File: config.mk
export PLATFORM = sky130hd
export DESIGN_NAME = ct_fcnvt_wb_buf
export DESIGN_NICKNAME = d
export VERILOG_FILES = /design/src/rtl/ct_fcnvt_wb_buf.sv
export SDC_FILE = /design/constraint.sdc
export NUM_CORES = 1
export LEC_CHECK = 0
export ABC_CLOCK_PERIOD_IN_PS = 7100
export CORE_MARGIN = 2
export CORE_UTILIZATION = 36
export DETAILED_ROUTE_END_ITERATION = 16
export PLACE_DENSITY_LB_ADDON = 0.15
export SKIP_CTS_REPAIR_TIMING = 1
export SLEW_MARGIN = 10
export SYNTH_ARGS = -nofsm -noshare
export SYNTH_HDL_FRONTEND = slang
export SYNTH_SLANG_ARGS = --single-unit
export TNS_END_PERCENT = 5
File: constraint.sdc
create_clock -name forever_cpuclk -period 7.1 [get_ports forever_cpuclk]
set_input_delay 1.42 -clock forever_cpuclk [delete_from_list [all_inputs] [get_ports forever_cpuclk]]
set_output_delay 1.42 -clock forever_cpuclk [all_outputs]
set_load 0.005 [all_outputs]
File: src/rtl/ct_fcnvt_wb_buf.sv
// ct_fcnvt_wb_buf: two-entry writeback FIFO behind the FP convert unit with
// a sticky fflags accumulator and sticky overflow flag.
module ct_fcnvt_wb_buf #(
    parameter int DEPTH  = 2,
    parameter int PREG_W = 7
) (
    input  logic              forever_cpuclk,
    input  logic              cpurst,
    input  logic              fcnvt_forward_r_vld,
    input  logic [63:0]       fcnvt_forward_result,
    input  logic              fcnvt_ereg_forward_r_vld,
    input  logic [4:0]        fcnvt_ereg_forward_result,
    input  logic [PREG_W-1:0] dp_fcnvt_ex3_preg,
    input  logic              wb_fcnvt_grant,
    input  logic              cp0_fflags_clr,
    output logic              fcnvt_wb_vld,
    output logic [63:0]       fcnvt_wb_data,
    output logic [PREG_W-1:0] fcnvt_wb_preg,
    output logic [4:0]        fcnvt_wb_expt,
    output logic              fcnvt_wb_full,
    output logic [4:0]        fcnvt_fflags,
    output logic              fcnvt_wb_ovf
);
    localparam logic [1:0] FULL_CNT = 2'(DEPTH);

    logic [63:0]       data_q [2];
    logic [PREG_W-1:0] preg_q [2];
    logic [4:0]        expt_q [2];
    logic              wptr_q, rptr_q;
    logic [1:0]        cnt_q, cnt_d;
    logic [4:0]        fflags_q, fflags_d, expt_in, orphan;
    logic              ovf_q, push, pop;

    assign fcnvt_wb_vld  = cnt_q != 2'd0;
    assign fcnvt_wb_full = cnt_q == FULL_CNT;
    assign fcnvt_wb_data = data_q[rptr_q];
    assign fcnvt_wb_preg = preg_q[rptr_q];
    assign fcnvt_wb_expt = expt_q[rptr_q];
    assign fcnvt_fflags  = fflags_q;
    assign fcnvt_wb_ovf  = ovf_q;

    always_comb begin
        pop      = fcnvt_wb_vld & wb_fcnvt_grant;
        push     = fcnvt_forward_r_vld & (~fcnvt_wb_full | pop);
        cnt_d    = 2'(cnt_q + {1'b0, push} - {1'b0, pop});
        expt_in  = fcnvt_ereg_forward_r_vld ? fcnvt_ereg_forward_result : 5'b0;
        // Flag-only ops never occupy an entry; their flags go straight to the accumulator.
        orphan   = (fcnvt_ereg_forward_r_vld & ~fcnvt_forward_r_vld) ? fcnvt_ereg_forward_result : 5'b0;
        fflags_d = (cp0_fflags_clr ? 5'b0 : fflags_q) | (pop ? fcnvt_wb_expt : 5'b0) | orphan;
    end

    always_ff @(posedge forever_cpuclk or posedge cpurst) begin
        if (cpurst) begin
            for (int i = 0; i < 2; i++) begin
                data_q[i] <= '0;
                preg_q[i] <= '0;
                expt_q[i] <= '0;
            end
            wptr_q   <= 1'b0;
            rptr_q   <= 1'b0;
            cnt_q    <= 2'd0;
            fflags_q <= 5'b0;
            ovf_q    <= 1'b0;
        end else begin
            if (push) begin
                data_q[wptr_q] <= fcnvt_forward_result;
                preg_q[wptr_q] <= dp_fcnvt_ex3_preg;
                expt_q[wptr_q] <= expt_in;
                wptr_q         <= ~wptr_q;
            end
            if (pop) rptr_q <= ~rptr_q;
            cnt_q    <= cnt_d;
            fflags_q <= fflags_d;
            if (fcnvt_forward_r_vld & ~push) ovf_q <= 1'b1;
        end
    end
endmodule

* After elaboration in Yosys (flattened, before gate mapping) *
Index checks and enable logic that the tools add are counted.

storage, ports and cells
  latch bits = 0
  memories kept = 0
  memory bits (writable) = 0
  bits in registers = 162
  output and inout bits = 84
  bits in read-only memories = 0

operators by class
  div/mod/pow operators = 0
  add/sub/neg operators = 2
  shifts and indexed selects = 0
  muxes and demuxes = 22
  multipliers = 0
  bitwise logic cells = 14
  magnitude comparators = 3
  eq/ne operators = 1
  reductions and logical operators = 2

operators with widths
  operator            number
  $mux 64             4
  $bwmux 128          1
  $demux 64 s1        1
  $mux 5              8
  $mux 7              4
  $bwmux 14           1
  $bwmux 10           1
  $or 5x5->5          2
  $demux 7 s1         1
  $demux 5 s1         1
  $not 1->1           5
  $and 1x1->1         4
  $ge 2x2->1 const B  2
  $not 1->2           2
  $add 2x1->2         1
  $eq 2x2->1 const B  1
  $lt 2x1->1 const B  1
  $reduce_bool 2->1   1
  $sub 2x1->2         1
  $logic_and 1x1->1   1
  $or 1x1->1          1

* Longest topological paths before layout *
  depth after elaboration = 7
  gate-level depth with buffers = 8
  gate-level depth less buffers = 7

* Worst setup path before layout *
No wires, ideal clock.

  kind = register to output
  from = register rptr_q
  to = output fcnvt_wb_data[60]
  cell stages (with the launch flop) = 4
  setup slack = 4402 ps
  path buffers = 2
  arrival = 1278 ps
  cell sequence = dfrtp_1 clkbuf_1 buf_2 mux2_2

on the way
  longest elaborated chain between the ends = 4

ends and longest elaborated chain
  item                                        RTL line  text
  start: declaration                          29        logic wptr_q, rptr_q;
  start signal: assignment                    71        if (pop) rptr_q <= ~rptr_q;
  $not 1->2 (implied by the code)             36        assign fcnvt_wb_data = data_q[rptr_q];
  $mux 64 (implied by the code) (3 in a row)  36
  end: declaration                            17        output logic [63:0] fcnvt_wb_data,

No other way between the ends. The select of a mux whose other input is x is not followed.

* Worst setup path in the final report *
  from = register rptr_q
  to = output fcnvt_wb_expt[1]

on the way
  longest elaborated chain between the ends = 4

ends and longest elaborated chain
  item                                       RTL line  text
  $not 1->2 (implied by the code)            38        assign fcnvt_wb_expt = expt_q[rptr_q];
  $mux 5 (implied by the code) (3 in a row)  38
  end: declaration                           19        output logic [4:0] fcnvt_wb_expt,

No other way between the ends. The select of a mux whose other input is x is not followed.

==> out/metrics.cfg <==
[timing]
maxSlewViolCount=0
report.final.setup_viol=0
tns_ns=0
hold_violations=0
timing.hold.ws_ns=0.485
fmax_mhz=251
fin_worst_skew_ns=0.00930
timing.final.crit_share_pct=56.0
slew_headroom_pct=22.2
worst_pin_slew_ns=1.17
rsz0062_at_grt=no
period_minus_slack_ns=3.98

[synth]
postSynthNetCount=546
postSynthCellCount=462
avgSynthCellArea_um2=15.5
ys_ff_latch=162
yosysUniqueCellTypes=27
ys_seq_area_share_pct=56.6
ys_warn_count=0
syn_area_mm2=0.00717

[worst_setup_path]
critPathMaxFanout=77
path_class=reg -> out
cpPeakStageDelay_ns=1.21
crit_chain=mux2_2 -> clkdlybuf4s50_1
critPathSlowestCell=dfrtp_4
critPathTopFamily=flip-flops
worstPathRequired_ns=5.68
crit_arrival_ns=2.56
cp-start-kind=register
cp_num_buf_inv=1
endpoint_kind=output port

[grt]
grt_max_degree=83
grt_pass1_vias=4894
grt_pass1_wl_um=25900
antenna_found_initial=0
globalRouteOverflowTotal=0
grt.total_usage_pct=15.5

[floorplan]
core_mm2=0.0195
start_util_pct=36.7
rows=51
dieArea_mm2=0.0210
die_w_um=145
die_height_um=145
num_io_pins=166

[routing]
drc_errors=0
drt_first_pass_iters=5
wl_um=15800
routedWlPerCell_um=17.5
vias=4356
viasPerCell=4.83
ant_nets=0
drt_iter0_drc=120

[placement]
dp.cells=869
placed_cell_area_mm2=0.00899
dpl.hpwl_um=10000
portBuffers=165
place_congestion=0.734

[cells_and_area]
stdcell_count=901
n_antenna_cell=0
final_area_mm2=0.00959
layout-drive-gt1-share_pct=38.2
area_growth_pct=33.8
final_common_cell=mux2_2
final_core_util_pct=49.1
fin_nets=707
layout_common_cells=mux2_2, clkdlybuf4s50_1, dfrtp_1, mux2_4, o21ai_0

[clock_tree]
clk_pin_slew_ns=0.06
cts_tree=built
clock_latency_ns=0.42
cts_htree_levels=4
clk_path_buf_depth=2
cts_buffers=17
clock_sinks=162
clock-root-buffer=clkbuf_16

[power_and_ir_drop]
leakage_nw=3.94
power.density_mw_per_mm2=487
ir_worst_vdd_v=0.000205

[run]
drv_cap=0

[outcome]
status=completed

[hold_path]
hp-class=reg -> reg

metal layers:
layer / part of all wire [%] / GRT usage [%]
met5: 0 / 0
met3: 7.9 / 6.82
met1: 42 / 18.8
met2: 49 / 25.3
met4: 1.3 / 4.61
cell families after synthesis:
kind of cell	after synthesis	share of synthesized area, %
multiplexers	218	35.3
flip-flops	162	56.6
buffers and inverters	27	2.81
AO/OA/AOI/OAI	26	2.20
AND/OR/NAND/NOR	23	2.27
XOR/XNOR	4	0.489
adder cells (fa/ha/maj)	2	0.349
stage by stage:
stage               power, mW  worst slack (ns)
floorplan                2.80              1.30
global placement         3.72              3.22
detailed placement       3.79              3.16
CTS                      4.75              3.06
global route             4.97              3.00
finish                   4.67              3.12
power breakdown:
group          internal (mW)  switching [mW]  leakage (nW)
registers               1.40           0.324          1.92
logic                   1.40           0.629          1.75
clock network          0.535           0.386         0.277
path summary, 6_finish.rpt:
check / start / to / slack [ns] / cells after the start
worst max-delay path: rptr_q / fcnvt_wb_expt[1] / 3.12 / 2
worst min-delay path: fcnvt_wb_ovf / fcnvt_wb_ovf / 0.49 / 1
worst max register to register: wptr_q / data_q[99] / 4.74 / 4
worst min register to register: fcnvt_wb_ovf / fcnvt_wb_ovf / 0.49 / 1
max in group asynchronous: cpurst / data_q[63] / 4.04 / 3
min in group asynchronous: cpurst / data_q[34] / 1.49 / 2
synth_stat cells:
cell type	count	area, um2
a21o_1	1	7.51
a221o_1	5	50.1
and2_1	1	6.26
buf_2	8	40.0
buf_4	6	45.0
buf_6	6	67.6
buf_8	2	30.0
clkbuf_1	3	11.3
dfrtp_1	162	4050
ha_1	2	25.0
inv_1	2	7.51
mux2_1	17	191
mux2_2	181	2040
mux2_4	20	300
nand2_1	7	26.3
nand2b_2	1	8.76
nand2b_4	1	13.8
nand3_4	1	17.5
nor2_1	1	3.75
nor2_2	1	6.26
nor2b_1	7	43.8
nor3b_4	1	18.8
o21ai_0	20	100
or2_2	1	6.26
or3b_4	1	11.3
xnor2_1	3	26.3
xor2_1	1	8.76
area by class of cell:
| type | instances | area, um2 |
|---|---|---|
| fill | 1754 | 9940 |
| sequential | 162 | 4060 |
| multi-input combinational | 273 | 2920 |
| timing repair buffer | 167 | 1670 |
| clock buffer | 20 | 447 |
| tap | 265 | 332 |
| clock inverter | 12 | 148 |
| inverter | 2 | 12.5 |
worst register-to-register path: cells and delay by family (launching register included):
family | cells | cell delay, ns
multiplexers | 1 | 0.40
flip-flops | 1 | 0.44
buffers and inverters | 1 | 0.57
AND/OR/NAND/NOR | 2 | 0.85
registers in the layout (all words and copies together) (netlist names):
signal	count
rptr_q	1
expt_q	10
fcnvt_fflags	5
preg_q	14
wptr_q	1
cnt_q	2
data_q	128
fcnvt_wb_ovf	1
No activity file was read; power rests on OpenSTA's default activity.
